===== src/rtl/ir_pkg.sv =====
// Shared types and NEC timing constants for the IR receive path.
// Tokens carry one measured line segment from the front end to the frame decoder.
package ir_pkg;

  localparam int unsigned IR_WIDTH_BITS = 20;

  typedef enum logic [1:0] {
    StIdle,
    StMeasure,
    StStuck
  } ir_state_e;

  typedef struct packed {
    logic                     level;
    logic                     timeout;
    logic [IR_WIDTH_BITS-1:0] width;
  } ir_tok_t;

  // NEC segment durations in CLOCK_50 cycles.
  localparam int unsigned LEAD_LOW    = 450000;
  localparam int unsigned LEAD_HIGH   = 225000;
  localparam int unsigned BIT_LOW     = 28125;
  localparam int unsigned ZERO_HIGH   = 28125;
  localparam int unsigned ONE_HIGH    = 84375;
  localparam int unsigned REPEAT_HIGH = 112500;

endpackage


===== src/rtl/ir_glitch_filter.sv =====
// Synchronises the raw IR line and debounces it; both edge polarities see the
// same latency, so filtered segment widths match the raw ones.
module ir_glitch_filter #(
  parameter int unsigned SYNC_STAGES   = 2,
  parameter int unsigned GLITCH_CYCLES = 500
) (
  input  logic CLOCK_50,
  input  logic RESET,
  input  logic IRDA_RXD,
  output logic rx_level,
  output logic filt_edge
);

  localparam int unsigned CNT_W = $clog2(GLITCH_CYCLES + 1);
  localparam logic [CNT_W-1:0] CNT_LAST = CNT_W'(GLITCH_CYCLES - 1);

  logic [SYNC_STAGES-1:0] sync_q;
  logic                   sync_bit;
  logic                   level_q, level_d;
  logic [CNT_W-1:0]       cnt_q, cnt_d;
  logic                   edge_q, edge_d;

  assign sync_bit = sync_q[SYNC_STAGES-1];

  always_comb begin
    level_d = level_q;
    cnt_d   = '0;
    edge_d  = 1'b0;
    if (sync_bit != level_q) begin
      if (cnt_q == CNT_LAST) begin
        level_d = ~level_q;
        edge_d  = 1'b1;
      end else begin
        cnt_d = cnt_q + CNT_W'(1);
      end
    end
  end

  always_ff @(posedge CLOCK_50 or posedge RESET) begin
    if (RESET) begin
      sync_q  <= '1;
      level_q <= 1'b1;
      cnt_q   <= '0;
      edge_q  <= 1'b0;
    end else begin
      sync_q  <= {sync_q[SYNC_STAGES-2:0], IRDA_RXD};
      level_q <= level_d;
      cnt_q   <= cnt_d;
      edge_q  <= edge_d;
    end
  end

  assign rx_level  = level_q;
  assign filt_edge = edge_q;

endmodule


===== src/rtl/ir_rx_frontend.sv =====
// IR receive front end: filtered line -> segment width tokens -> small FIFO.
// The NEC decoder consumes tokens rather than sampling the pin.
module ir_rx_frontend
  import ir_pkg::*;
#(
  parameter int unsigned SYNC_STAGES    = 2,
  parameter int unsigned GLITCH_CYCLES  = 500,
  parameter int unsigned WIDTH_BITS     = IR_WIDTH_BITS,
  parameter int unsigned TIMEOUT_CYCLES = 1000000,
  parameter int unsigned FIFO_DEPTH     = 4
) (
  input  logic                  CLOCK_50,
  input  logic                  RESET,
  input  logic                  IRDA_RXD,
  output logic                  tok_valid,
  input  logic                  tok_ready,
  output logic                  tok_level,
  output logic [WIDTH_BITS-1:0] tok_width,
  output logic                  tok_timeout,
  output logic                  rx_level,
  output logic                  overflow
);

  localparam int unsigned PTR_W = (FIFO_DEPTH > 1) ? $clog2(FIFO_DEPTH) : 1;
  localparam int unsigned CNT_W = $clog2(FIFO_DEPTH + 1);
  localparam logic [WIDTH_BITS-1:0] TIMEOUT_W = WIDTH_BITS'(TIMEOUT_CYCLES);
  localparam logic [CNT_W-1:0] DEPTH_C = CNT_W'(FIFO_DEPTH);

  logic filt_edge;

  ir_glitch_filter #(
    .SYNC_STAGES  (SYNC_STAGES),
    .GLITCH_CYCLES(GLITCH_CYCLES)
  ) u_filt (
    .CLOCK_50 (CLOCK_50),
    .RESET    (RESET),
    .IRDA_RXD (IRDA_RXD),
    .rx_level (rx_level),
    .filt_edge(filt_edge)
  );

  ir_state_e             state_q, state_d;
  logic [WIDTH_BITS-1:0] wcnt_q, wcnt_d;
  logic                  push;
  ir_tok_t               push_tok;

  always_comb begin
    state_d  = state_q;
    wcnt_d   = wcnt_q;
    push     = 1'b0;
    push_tok = '0;
    unique case (state_q)
      StIdle: begin
        wcnt_d = '0;
        if (filt_edge && !rx_level) begin
          state_d = StMeasure;
          wcnt_d  = WIDTH_BITS'(1);
        end
      end
      StMeasure: begin
        // An edge coinciding with the timeout wins: the segment ended in time.
        if (filt_edge) begin
          push           = 1'b1;
          push_tok.level = ~rx_level;
          push_tok.width = wcnt_q;
          wcnt_d         = WIDTH_BITS'(1);
        end else if (wcnt_q == TIMEOUT_W) begin
          push             = 1'b1;
          push_tok.level   = rx_level;
          push_tok.width   = TIMEOUT_W;
          push_tok.timeout = 1'b1;
          wcnt_d           = '0;
          state_d          = rx_level ? StIdle : StStuck;
        end else begin
          wcnt_d = wcnt_q + WIDTH_BITS'(1);
        end
      end
      StStuck: begin
        wcnt_d = '0;
        if (filt_edge && rx_level) begin
          state_d = StIdle;
        end
      end
      default: begin
        state_d = StIdle;
        wcnt_d  = '0;
      end
    endcase
  end

  always_ff @(posedge CLOCK_50 or posedge RESET) begin
    if (RESET) begin
      state_q <= StIdle;
      wcnt_q  <= '0;
    end else begin
      state_q <= state_d;
      wcnt_q  <= wcnt_d;
    end
  end

  ir_tok_t          mem_q [FIFO_DEPTH];
  logic [PTR_W-1:0] rd_ptr_q, wr_ptr_q;
  logic [CNT_W-1:0] count_q;
  logic             overflow_q;
  logic             pop, full, push_ok;
  ir_tok_t          head;

  assign full    = (count_q == DEPTH_C);
  assign pop     = tok_valid && tok_ready;
  // A pop frees the slot the same cycle, so a push into a full FIFO still lands.
  assign push_ok = push && (!full || pop);

  always_ff @(posedge CLOCK_50 or posedge RESET) begin
    if (RESET) begin
      for (int i = 0; i < FIFO_DEPTH; i++) begin
        mem_q[i] <= '0;
      end
      rd_ptr_q   <= '0;
      wr_ptr_q   <= '0;
      count_q    <= '0;
      overflow_q <= 1'b0;
    end else begin
      if (push_ok) begin
        mem_q[wr_ptr_q] <= push_tok;
        wr_ptr_q        <= wr_ptr_q + PTR_W'(1);
      end
      if (pop) begin
        rd_ptr_q <= rd_ptr_q + PTR_W'(1);
      end
      if (push_ok && !pop) begin
        count_q <= count_q + CNT_W'(1);
      end else if (!push_ok && pop) begin
        count_q <= count_q - CNT_W'(1);
      end
      if (push && full && !pop) begin
        overflow_q <= 1'b1;
      end
    end
  end

  assign head        = mem_q[rd_ptr_q];
  assign tok_valid   = (count_q != '0);
  assign tok_level   = head.level;
  assign tok_width   = head.width;
  assign tok_timeout = head.timeout;
  assign overflow    = overflow_q;

endmodule


===== config.mk =====
export PLATFORM = sky130hd
export DESIGN_NAME = ir_rx_frontend
export DESIGN_NICKNAME = d
export VERILOG_FILES = /design/src/rtl/ir_pkg.sv /design/src/rtl/ir_glitch_filter.sv /design/src/rtl/ir_rx_frontend.sv
export SDC_FILE = /design/constraint.sdc
export NUM_CORES = 1
export LEC_CHECK = 0
export CAP_MARGIN = 40
export CORE_UTILIZATION = 50
export DETAILED_ROUTE_END_ITERATION = 16
export PLACE_DENSITY = 0.69
export SLEW_MARGIN = 15
export SYNTH_ARGS = -nofsm -noshare
export SYNTH_HDL_FRONTEND = slang
export SYNTH_SLANG_ARGS = --single-unit

===== constraint.sdc =====
create_clock -name CLOCK_50 -period 8.9 [get_ports CLOCK_50]
set_clock_uncertainty 0.2 [all_clocks]
set_input_delay 1.78 -clock CLOCK_50 [delete_from_list [all_inputs] [get_ports CLOCK_50]]
set_output_delay 1.78 -clock CLOCK_50 [all_outputs]
set_load 0.05 [all_outputs]

Yosys cells after proc, flatten, opt, wreduce, memory -nomap -nowiden
Cells that the tools add are included.
{"block": "op_classes", "eq_ne": 10, "muxes": 30, "n_reduce_logical": 19, "n_bitwise": 3, "add_sub_neg": 6, "order_cmp": 3}
{"operator": "$mux W22", "count": 5}
{"operator": "$bwmux W88", "count": 1}
{"operator": "$mux W20", "count": 3}
{"operator": "$bmux W22 S2", "count": 1}
{"operator": "$demux W22 S2", "count": 1}
{"operator": "$pmux W20 S2", "count": 1}
{"operator": "$add A20 B1 Y20 const B", "count": 1}
{"operator": "$eq A20 B20 Y1 const B", "count": 1}
{"operator": "$mux W9", "count": 2}
{"operator": "$mux W2", "count": 5}
{"operator": "$add A9 B1 Y9 const B", "count": 1}
{"operator": "$eq A9 B9 Y1 const B", "count": 1}
{"operator": "$logic_and A1 B1 Y1", "count": 9}
{"operator": "$mux W1", "count": 8}
{"operator": "$ne A2 B2 Y1 const B", "count": 4}
{"operator": "$ge A3 B3 Y1 const B", "count": 2}
{"operator": "$mux W3", "count": 2}
{"operator": "$not A2 Y3", "count": 2}
{"operator": "$pmux W2 S3", "count": 1}
{"operator": "$add A2 B1 Y2 const B", "count": 2}
{"operator": "$logic_not A1 Y1", "count": 4}
{"operator": "$reduce_and A4 Y1", "count": 1}
{"operator": "$add A3 B1 Y3 const B", "count": 1}
{"operator": "$eq A3 B3 Y1 const B", "count": 1}
{"operator": "11 further kinds", "count": 11}
{"block": "totals", "output_inout_bits": 25, "inputBits": 4, "regBits": 131}

Depth between registers and ports, before layout
Gate-level depths: netlist of the first run.
{"block": "logic_depth", "depth_word": 9, "mapped_depth": 12, "depth_no_buf": 12}

Cells and area by module
From an unflattened synthesis of the first run, not the netlist that was laid out.
{"block": "hier_totals", "hier_cells": 483, "hier_area_um2": 6203.4}
{"mod": "ir_rx_frontend", "cells_each": 421, "area_per_inst_um2": 5546.6, "n_inst": 1, "seq_area_each_um2": 2952.8}
{"mod": "ir_glitch_filter", "cells_each": 62, "area_per_inst_um2": 656.9, "n_inst": 1, "seq_area_each_um2": 329.1}

Worst setup path after synthesis of the first run
No wires, ideal clock.
{"block": "synth_path", "path_type": "input-to-reg", "startpoint": "input tok_ready", "endpoint": "register count_q[1]", "arrival_time_ns": 3.545, "n_path_buf": 1, "stages": 8, "setup_slack_ns": 5.030, "required_time_ns": 8.575, "cell_sequence": "nor4b_1 nor2_1 clkbuf_1 o21a_1 ha_1 inv_1 fa_1 mux2_2"}
{"block": "synth_between", "elab_chain_cells": 6, "word_cells_on_any_way": 9, "classes_between": "mux: 1; reduce/logical: 8"}
{"item": "start: declaration", "line": "ir_rx_frontend.sv:16", "source": "input logic tok_ready,"}
{"item": "$logic_and A1 B1 Y1 *", "line": "ir_rx_frontend.sv:109", "source": "assign pop = tok_valid && tok_ready;"}
{"item": "$logic_or A1 B1 Y1 *", "line": "ir_rx_frontend.sv:111", "source": "assign push_ok = push && (!full || pop);"}
{"item": "$logic_and A1 B1 Y1 *", "line": "ir_rx_frontend.sv:111"}
{"item": "net push_ok", "line": "ir_rx_frontend.sv:105", "source": "logic pop, full, push_ok;"}
{"item": "$logic_not A1 Y1", "line": "ir_rx_frontend.sv:132", "source": "end else if (!push_ok && pop) begin"}
{"item": "$logic_and A1 B1 Y1", "line": "ir_rx_frontend.sv:132"}
{"item": "$reduce_bool A2 Y1 (no line)"}
{"item": "end signal: assignment", "line": "ir_rx_frontend.sv:131", "source": "count_q <= count_q + CNT_W'(1);"}
{"item": "end signal: assignment", "line": "ir_rx_frontend.sv:133", "source": "count_q <= count_q - CNT_W'(1);"}
{"item": "end: declaration", "line": "ir_rx_frontend.sv:103", "source": "logic [CNT_W-1:0] count_q;"}
Mark *: on every way through the listed nets, which the timed path passes. The rest lies on a longest branch.
A chain may end at the register's enable or synchronous reset.

Worst setup path in the final report of the first run
{"block": "layout_path", "startpoint": "register rd_ptr_q[0]", "endpoint": "output tok_width[0]"}
{"block": "layout_between", "elab_chain_cells": 4}
{"item": "start: declaration", "line": "ir_rx_frontend.sv:102", "source": "logic [PTR_W-1:0] rd_ptr_q, wr_ptr_q;"}
{"item": "start signal: assignment", "line": "ir_rx_frontend.sv:128", "source": "rd_ptr_q <= rd_ptr_q + PTR_W'(1);"}
{"item": "$not A2 Y3 (implied by the code)", "line": "ir_rx_frontend.sv:141", "source": "assign head = mem_q[rd_ptr_q];"}
{"item": "$bmux W22 S2", "line": "ir_rx_frontend.sv:141"}
{"item": "$mux W22 (implied by the code) (2 in a row)", "line": "ir_rx_frontend.sv:141"}
{"item": "end: declaration", "line": "ir_rx_frontend.sv:18", "source": "output logic [WIDTH_BITS-1:0] tok_width,"}
Every way passes these cells. The select of a mux whose other input is x is not followed.

==> results of run 1 <==
sequential cells by signal, indices dropped and copies added (netlist names), 2 cells and up:
| name | flops |
|---|---|
| wcnt_q | 20 |
| u_filt.cnt_q | 9 |
| mem_q | 88 |
| u_filt.sync_q | 2 |
| count_q | 3 |
| wr_ptr_q | 2 |
| rd_ptr_q | 2 |
| state_q | 2 |
metrics by stage:
step | hold slack, ns | utilization [%] | cell area (um^2) | std cells | setup slack (ns)
after CTS | 0.159 | 61.0 | 7420 | 827 | 4.31
final | 0.158 | 61.5 | 7480 | 829 | 4.36
after detailed placement | 0.151 | 55.2 | 6710 | 795 | 4.31
after global placement | 0.148 | 54.4 | 6620 | 790 | 4.21
after global routing | 0.163 | 61.5 | 7480 | 829 | 4.23
after floorplan | 0.145 | - | 6310 | 640 | 3.43
power by group through the flow:
stage | registers [mW] | clock network [mW] | logic (mW)
after floorplan | 0.609 | 0 | 0.0111
after global placement | 0.609 | 0 | 0.0167
after detailed placement | 0.610 | 0 | 0.0172
after CTS | 0.599 | 0.858 | 0.0173
after global routing | 0.599 | 0.882 | 0.0228
final | 0.599 | 0.847 | 0.0195
worst max path at each step:
stage                 from            end  slack [ns]  cells after the start
3_3_place_gp     tok_ready       mem_q[1]        4.21                      7
3_5_place_dp     tok_ready     count_q[1]        4.31                      8
4_1_cts        rd_ptr_q[0]  tok_width[15]        4.31                      3
6_report       rd_ptr_q[0]   tok_width[0]        4.36                      3
5_1_grt        rd_ptr_q[0]   tok_width[9]        4.23                      3
2_1_floorplan        RESET     count_q[0]        3.43                      1
kinds of logic after synthesis:
logic type,count (synthesis)
DFF,131
adders and majority gates,9
AOI/OAI and AO/OA,100
xor gates and xnor gates,31
muxes,28
buffers and inverters,61
and+or+nand+nor,280
Yosys cell counts, drive strengths merged (2+ instances only):
master / n / area [um^2]
nor3b: 2 / 15.0
mux2i: 3 / 30.0
dfrtp: 128 / 3200
o22ai: 6 / 37.5
nand3: 17 / 85.1
o21ai: 59 / 295
nand2: 110 / 415
a22oi: 3 / 22.5
xnor2: 14 / 123
mux4: 22 / 495
or4b: 2 / 20.0
buf: 18 / 101
nand4b: 2 / 17.5
or3: 2 / 12.5
o21a: 4 / 30.0
dfstp: 3 / 78.8
ha: 8 / 100
nor4: 2 / 12.5
nand4: 5 / 31.3
mux2: 3 / 33.8
nor2b: 4 / 25.0
and2: 3 / 18.8
inv: 11 / 41.3
nor2: 93 / 357
nand2b: 15 / 93.8
nor4b: 3 / 32.5
clkbuf: 32 / 120
and3: 8 / 50.1
and4: 3 / 26.3
a21oi: 23 / 115
or2: 2 / 12.5
nor3: 3 / 20.0
xor2: 17 / 149
cell type report:
cell class	instances	area (um^2)	share of cell area, %
inverter	11	43.8	0.586
multi-input combinational	448	2770	37.0
clock inverter	10	250	3.35
tap	168	210	2.81
sequential	131	3280	43.9
timing repair buffer	39	458	6.12
clock buffer	22	464	6.21
worst max-delay path, cell delays in order (launching register included):
cell	delay, ns
dfrtp_1	0.37
buf_4	0.45
mux4_2	0.59
clkdlybuf4s50_1	0.72
layout by cell type (no fill, tap or decap), drive strengths merged, types with 14 or more instances in the layout:
cell type	count
nand2b	15
nor2	93
mux4	22
xor2	17
clkbuf	22
dfrtp	128
xnor2	14
a21oi	23
o21ai	59
nand3	17
nand2	110
clkdlybuf4s50	28
routing by layer:
metal | share of wire (%) | vias to the layer above | GRT usage [%]
li1 | - | 2161 | -
met1 | 43 | 2429 | 33.7
met2 | 50 | 161 | 41.5
met3 | 5.4 | 22 | 5.61
met4 | 1.5 | 0 | 9.52
met5 | 0 | - | 0
==> reports/metrics.yaml, run 1 <==
cts:
  cts.clk_slew.worst_paths_ns: 0.05
  cts_sinks: 131
  cts-resized-gates: 0
  cts_tree: "yes"
  clk_latency_ns: 0.42
  cts_buffers: 17
  cts-htree-levels: 4
  post_cts_buffers: 0
  holdBufCountCts: 0
  root_buffer: "clkbuf_16"
  clk_path_buf_depth: 2
floorplanning:
  start_util_pct: 51.9
  fp.dieH_um: 114
  die_w_um: 114
  die-area_mm2: 0.0131
  core_mm2: 0.0122
  io_pins: 29
  fp-row-count: 40
setup_path:
  reg2reg_from: "wcnt_q[0]"
  cp.arrival_ns: 2.56
  crit_path_end_kind: "output pin"
  worstRegToRegCells: 12
  path_max_fanout: 22
  ff2ff_setup_slack_ns: 5.48
  crit_type: "register to output pin"
  cp.required_ns: 6.92
  r2r-end: "count_q[2]"
  critPathLaunchType: "register"
worst_hold_path:
  hold_end: "u_filt.sync_q[1]"
  hold_start: "u_filt.sync_q[0]"
  hp-class: "register to register"
  whs_path_depth: 0
drt:
  vias: 4773
  drc: 0
  drt_iter0_markers: 395
  drt_pass1_iterations: 5
  wl_per_cell_um: 18.3
  ant_nets: 0
  wl_mm: 15.2
  vias_per_cell: 5.76
yosys:
  synth_top_family_by_area: "simple AND/OR/NAND/NOR gates"
  syn_area_mm2: 0.00631
  synth-warning-count: 0
  synthMuxAreaShare_pct: 8.86
  syn_avg_cell_area_um2: 9.87
  synth_compound_area_share_pct: 8.56
  ys_seq_elements: 131
  netlist-cell-type-count: 52
  synth_edf_count: 0
  synthAdderAreaFrac_pct: 1.90
  syn-instance-count: 640
  ys_seq_area_share_pct: 52.0
  syn_nets: 653
  synth-simple-area-share_pct: 20.2
  ys.flop_type: "dfrtp_1"
  async_flop_share_pct: 100
  synth_xor_area_share_pct: 4.30
sta:
  min_period_ns: 4.54
  tns_ns: 0
  timing.final.crit_share_pct: 51.0
  fmax_ghz: 0.220
  tightest_slew_ns: 0.907
  slew_headroom_pct: 39.5
  setup-violations-final: 0
  slew_viol_final: 0
  rsz0062_at_grt: "false"
  hold_viol: 0
grt:
  grt_max_degree: 67
  track_usage_pct: 25.5
  antenna_found_initial: 0
  grt_pass1_vias: 5008
  grt-ovfl-total: 0
  grt_first_pass_wirelength_mm: 25.2
cells_and_area:
  n_antenna_cell: 0
  nFillCells: 969
  fin_nets: 661
  drive_gt1_share_pct: 11.6
  syn_to_final_growth_pct: 18.4
pwr:
  finalPower_mw: 1.47
  power_leakage_nw: 3.25
  p_clk_share_pct: 57.8
  swShare_pct: 18.2
  seq_power_share_pct: 40.9
  intPower_mw: 1.20
  pwr-share-comb_pct: 1.3
  netSwitchingPower_mw: 0.267
  vdd_ir_drop_max_mv: 0.143
  p_per_area_mw_per_mm2: 196
placement:
  port_buffers: 28
  place_hpwl_mm: 9.53
  place.gp.congestion: 0.800
job:
  maxCapViolations: 0
outcome:
  status: "complete, no violations"
(Power assumes the default switching activity.)
==> inputs of run 2 (changes only) <==
--- a/config.mk
+++ b/config.mk
@@ -8,7 +8,7 @@
 export CAP_MARGIN = 40
 export CORE_UTILIZATION = 50
 export DETAILED_ROUTE_END_ITERATION = 16
-export PLACE_DENSITY = 0.69
+export PLACE_DENSITY = 0.72
 export SLEW_MARGIN = 15
 export SYNTH_ARGS = -nofsm -noshare
 export SYNTH_HDL_FRONTEND = slang
==> constraint.sdc (replaced) <==
create_clock -name CLOCK_50 -period 4 [get_ports CLOCK_50]
set_clock_uncertainty 0.2 [all_clocks]
set_input_delay 0.8 -clock CLOCK_50 [delete_from_list [all_inputs] [get_ports CLOCK_50]]
set_output_delay 0.8 -clock CLOCK_50 [all_outputs]
set_load 0.05 [all_outputs]
==> run 2 against run 1 <==
  * Global-route usage down 0.86 points
  * Worst setup slack got worse by 3.9 ns
  * Sequential cell count unchanged
  * Register-to-register slack worse by 4.8 ns
  * Worst hold slack barely moved
  * Sequential share of layout area grew 0.83 points
  * Critical path depth did not move
  * Design area fell by 1.9%
  * Via count decreased by 0.96%
  * Largest cell class unchanged
  * Largest power group unchanged
  * Highest routed layer unchanged
==> reports/metrics.yaml, run 2 (synthesized netlist as in run 1, its figures left out) <==
pwr:
  swShare_pct: 19.6  # +1.5 points
  netSwitchingPower_mw: 0.577  # +120%
  vdd_ir_drop_max_mv: 0.280  # +96%
  intPower_mw: 2.36  # +97%
  power_leakage_nw: 3.19  # -1.9%
  finalPower_mw: 2.94  # +100%
  pwr-share-comb_pct: 1.3  # about the same
  p_per_area_mw_per_mm2: 400  # +100%
  p_clk_share_pct: 53.4  # -4.4 points
  seq_power_share_pct: 45.4  # +4.5 points
sta:
  tns_ns: 0  # unchanged
  slew_headroom_pct: 44.2  # +4.7 points
  tightest_slew_ns: 0.837  # -0.0708 ns
  slew_viol_final: 0  # unchanged
  timing.final.crit_share_pct: 89.7
  setup-violations-final: 0  # unchanged
  fin_ws_ns: 0.412  # -3.95 ns
  hold_viol: 0  # unchanged
  rsz0062_at_grt: "false"
  fmax_ghz: 0.279
  min_period_ns: 3.59
  hold_ws_ns: 0.158  # +0.0000670 ns
drt:
  wl_mm: 14.7  # -3.0%
  drt_iter0_markers: 404  # +2.3%
  vias: 4727  # -0.96%
  drt_pass1_iterations: 5  # unchanged
  wl_per_cell_um: 17.6  # -3.6%
  ant_nets: 0  # unchanged
  drc: 0  # unchanged
  vias_per_cell: 5.67  # -1.6%
cells_and_area:
  n_antenna_cell: 0  # unchanged
  drive_gt1_share_pct: 12.5  # +0.81 points
  syn_to_final_growth_pct: 16.2
  fin_nets: 666  # +0.76%
  largestRegisters: "mem_q x88, wcnt_q x20, u_filt.cnt_q x9"
  layout_commonest_cell: "dfrtp_1"
  largest_reg_flops: 88  # unchanged
  largest-register: "mem_q"
  nFillCells: 983  # +1.4%
  layout_common_cells: "dfrtp_1 (128), nand2_1 (109), nor2_1 (90), o21ai_0 (47), clkdlybuf4s50_1 (28)"
floorplanning:
  die_w_um: 114  # unchanged
  fp-row-count: 40  # unchanged
  fp.dieH_um: 114  # unchanged
  start_util_pct: 51.9  # unchanged
  core_mm2: 0.0122  # unchanged
  die-area_mm2: 0.0131  # unchanged
  io_pins: 29  # unchanged
cts:
  clk_latency_ns: 0.42  # about the same
  holdBufCountCts: 0  # unchanged
  cts_sinks: 131  # unchanged
  cts_tree: "yes"
  cts_buffers: 17  # unchanged
  cts-resized-gates: 0  # unchanged
  clk_path_buf_depth: 2  # unchanged
  cts-htree-levels: 4  # unchanged
  post_cts_buffers: 0  # unchanged
  root_buffer: "clkbuf_16"
  cts.clk_slew.worst_paths_ns: 0.06  # about the same
grt:
  antenna_found_initial: 0  # unchanged
  grt-ovfl-total: 0  # unchanged
  grt_first_pass_wirelength_mm: 24.3  # -3.6%
  grt_max_degree: 79  # +18%
  track_usage_pct: 24.6  # -0.86 points
  grt_pass1_vias: 4773  # -4.7%
setup_path:
  critPathLaunchType: "register"
  crit_path_end_kind: "output pin"
  path_max_fanout: 22  # unchanged
  crit_type: "register to output pin"
  cp.arrival_ns: 2.59  # +0.03 ns
  cp.required_ns: 3.00  # -3.92 ns
  ff2ff_setup_slack_ns: 0.68  # -4.80 ns
placement:
  port_buffers: 28  # unchanged
  place_hpwl_mm: 9.42  # -1.1%
  dp_slack_ns: 0.719  # -3.59 ns
  place.gp.congestion: 0.824  # +3.0%
outcome:
  status: "complete, no violations"
worst_hold_path:
  hp-class: "register to register"
job:
  maxCapViolations: 0  # unchanged
[run 2: final timing paths]
check,from,end,depth (start not counted)
min,u_filt.sync_q[0],u_filt.sync_q[1],0
max reg2reg,wcnt_q[0],count_q[2],12
min reg2reg,u_filt.sync_q[0],u_filt.sync_q[1],0
min in group asynchronous,RESET,u_filt.cnt_q[3],2
max,rd_ptr_q[0],tok_width[15],3
max in group asynchronous,RESET,mem_q[62],3
[run 2: final cells by class]
cell class	count	area [um^2]	share of cell area [%]
clock buffer	22	474	6.46
clock inverter	10	130	1.77
inverter	11	45.0	0.614
multi-input combinational	448	2770	37.7
sequential	131	3280	44.7
tap	168	210	2.86
timing repair buffer	44	428	5.83
[run 2: critical path: stages, from the launching register on]
cell and delay, ns:
dfrtp_1 0.38, buf_4 0.47, mux4_2 0.60, clkdlybuf4s50_1 0.73
[run 2: per-layer routing]
| metal | vias up | routed length [um] | GRT usage (%) |
|---|---|---|---|
| met2 | 173 | 7190 | 38.7 |
| met3 | 36 | 957 | 7.62 |
| met4 | 0 | 317 | 10.1 |
| met1 | 2339 | 6250 | 32.0 |
| met5 | - | 0 | 0 |
| li1 | 2179 | - | - |
[run 2: power groups by stage]
stage	Combinational, mW	Clock [mW]	Sequential, mW
floorplan	0.0249	0	1.36
global placement	0.0389	0	1.36
detailed placement	0.0397	0	1.36
CTS	0.0400	1.59	1.33
global route	0.0453	1.65	1.33
finish	0.0377	1.57	1.33
[run 2: metrics by stage]
step           instances  cell area, um^2  utilization [%]
5_1_grt              834             7340             60.3
6_report             834             7340             60.3
4_1_cts              833             7320             60.2
3_3_place_gp         800             6710             55.1
3_5_place_dp         801             6720             55.3
2_1_floorplan        640             6320                -
==> inputs of run 3 (changes only) <==
--- a/config.mk
+++ b/config.mk
@@ -9,6 +9,7 @@
 export CORE_UTILIZATION = 50
 export DETAILED_ROUTE_END_ITERATION = 16
 export PLACE_DENSITY = 0.72
+export SKIP_LAST_GASP = 1
 export SLEW_MARGIN = 15
 export SYNTH_ARGS = -nofsm -noshare
 export SYNTH_HDL_FRONTEND = slang
==> constraint.sdc (replaced) <==
create_clock -name CLOCK_50 -period 4 [get_ports CLOCK_50]
set_clock_uncertainty 0.2 [all_clocks]
set_input_delay 0.8 -clock CLOCK_50 [delete_from_list [all_inputs] [get_ports CLOCK_50]]
set_output_delay 0.8 -clock CLOCK_50 [all_outputs]
set_load 0.005 [all_outputs]
==> run 3 against run 2 <==
  * Sequential share of layout area fell by 0.56 points
  * Combinational power is 11% higher
  * Sequential cell count unchanged
  * Routed wire length rose by 0.63%
  * Via count is 1.1% higher
  * Critical path depth unchanged
  * Core utilization rose by 0.76 points
  * Worst hold slack gained 0.0021 ns
  * Total power increased by 0.44%
  * Sequential power hardly changed
  * Global-route usage is 0.61 points higher
  * Critical path type unchanged
  * Largest power group unchanged
  * Highest routed layer unchanged
==> reports/metrics.yaml, run 3 (synthesized netlist as in run 1, its figures left out) <==
cells_and_area:
  finalNonFillerCells: 835  # +0.12%
  drive_gt1_share_pct: 12.9  # +0.43 points
  largestRegisters: "mem_q x88, wcnt_q x20, u_filt.cnt_q x9"
  layout_commonest_cell: "dfrtp_1"
  layout_common_cells: "dfrtp_1 (128), nand2_1 (109), nor2_1 (90), o21ai_0 (47), clkdlybuf4s50_1 (28)"
  largest_reg_flops: 88  # unchanged
  largest-register: "mem_q"
  fin_nets: 667  # +0.15%
  syn_to_final_growth_pct: 17.7
  n_antenna_cell: 0  # unchanged
drt:
  routedLengthMet1_mm: 6.51  # +4.3%
  wl_mm: 14.8  # +0.63%
  vias_per_cell: 5.72  # +1.0%
  highest_layer: "met4"
  drt_pass1_iterations: 5  # unchanged
  met3_wirelength_um: 710  # -26%
  ant_nets: 0  # unchanged
  drc: 0  # unchanged
  drt_iter0_markers: 361  # -11%
  wl_per_cell_um: 17.7  # +0.51%
  wl_met2_mm: 7.26  # +1.0%
  vias: 4780  # +1.1%
floorplanning:
  start_util_pct: 51.9  # unchanged
  io_pins: 29  # unchanged
  fp-row-count: 40  # unchanged
  die-area_mm2: 0.0131  # unchanged
  core_mm2: 0.0122  # unchanged
  die_w_um: 114  # unchanged
  fp.dieH_um: 114  # unchanged
setup_path:
  critPathLaunch: "rd_ptr_q[0]"
  path_max_fanout: 22  # unchanged
  cp.required_ns: 3.00  # about the same
  ff2ff_setup_slack_ns: 0.68  # about the same
  worstRegToRegCells: 12  # unchanged
  reg2reg_from: "wcnt_q[0]"
  crit_path_end_kind: "output pin"
  critPathLaunchType: "register"
  cp.arrival_ns: 2.35  # -0.24 ns
  r2r-end: "count_q[2]"
  crit_type: "register to output pin"
  endpoint: "tok_width[0]"
cts:
  holdBufCountCts: 0  # unchanged
  cts_buffers: 17  # unchanged
  cts.clk_slew.worst_paths_ns: 0.06  # about the same
  root_buffer: "clkbuf_16"
  clk_latency_ns: 0.42  # about the same
  cts-resized-gates: 0  # unchanged
  cts_tree: "yes"
  clk_path_buf_depth: 2  # unchanged
  cts_sinks: 131  # unchanged
  post_cts_buffers: 0  # unchanged
  cts-htree-levels: 4  # unchanged
worst_hold_path:
  hp-class: "register to register"
  whs_path_depth: 0  # unchanged
sta:
  timing.final.crit_share_pct: 83.8  # -5.9 points
  slew_viol_final: 0  # unchanged
  min_period_ns: 3.35  # -0.237 ns
  slew_headroom_pct: 50.9  # +6.7 points
  hold_viol: 0  # unchanged
  tns_ns: 0  # unchanged
  fmax_ghz: 0.298  # +7.1%
  setup-violations-final: 0  # unchanged
  rsz0062_at_grt: "false"
  hold_ws_ns: 0.160  # +0.00215 ns
  fin_ws_ns: 0.649  # +0.237 ns
  tightest_slew_ns: 0.736  # -0.100 ns
placement:
  dp_slack_ns: 0.698  # -0.0211 ns
  placed_cells: 801  # unchanged
  place_hpwl_mm: 9.53  # +1.1%
  place.gp.congestion: 0.790  # -4.2%
  port_buffers: 28  # unchanged
pwr:
  p_per_area_mw_per_mm2: 397  # -0.81%
  power_leakage_nw: 3.23  # +1.2%
  vdd_ir_drop_max_mv: 0.332  # +19%
  finalPower_mw: 2.95  # +0.44%
grt:
  track_usage_pct: 25.3  # +0.61 points
  grt_first_pass_wirelength_mm: 24.7  # +1.6%
  grt_max_degree: 48  # -39%
  grt-ovfl-total: 0  # unchanged
  grt_pass1_vias: 4863  # +1.9%
  antenna_found_initial: 0  # unchanged
outcome:
  status: "complete, no violations"
job:
  maxCapViolations: 0  # unchanged
[run 3: cell count changes in the layout (fill, tap and decap cells not counted), sizes merged]
cell	previous run	this run
clkbuf	22	17
clkinv	5	7
inv	10	13
buf	16	17
[run 3: how the worst min path moves through the flow]
stage	start	endpoint	slack, ns
finish	u_filt.sync_q[0]	u_filt.sync_q[1]	0.16
floorplan	u_filt.sync_q[0]	u_filt.sync_q[1]	0.15
CTS	u_filt.sync_q[0]	u_filt.sync_q[1]	0.16
detailed placement	u_filt.sync_q[0]	u_filt.sync_q[1]	0.15
global placement	u_filt.sync_q[0]	u_filt.sync_q[1]	0.15
global route	u_filt.sync_q[0]	u_filt.sync_q[1]	0.17
[run 3: per-layer routing]
layer	GRT usage, %	vias up
li1	-	2181
met1	34.2	2425
met3	5.61	31
met4	11.5	0
met5	0	-
met2	39.2	143
[run 3: through the flow]
stage / util (%) / instance area [um^2]
CTS: 60.9 / 7400
global route: 61.1 / 7430
finish: 61.1 / 7430
detailed placement: 55.9 / 6800
floorplan: - / 6320
global placement: 55.6 / 6760
[run 3: final cells by class]
| type | count | area [um^2] |
|---|---|---|
| Fill cell | 992 | 4730 |
| Sequential cell | 131 | 3280 |
| Multi-Input combinational cell | 448 | 2770 |
| Timing Repair Buffer | 45 | 518 |
| Clock buffer | 17 | 425 |
| Tap cell | 168 | 210 |
| Clock inverter | 15 | 181 |
| Inverter | 11 | 45.0 |
[run 3: where the power goes]
part | leakage [nW] | internal, mW | switching, mW
Sequential | 1.80 | 1.33 | 0.00266
Combinational | 1.13 | 0.0118 | 0.0301
Clock | 0.294 | 0.984 | 0.593
Total | 3.23 | 2.33 | 0.626
[run 3: worst max-delay path: stages, from the launching register on]
cell and delay [ns]:
dfrtp_1 0.39, buf_4 0.46, mux4_2 0.61, clkdlybuf4s50_1 0.47
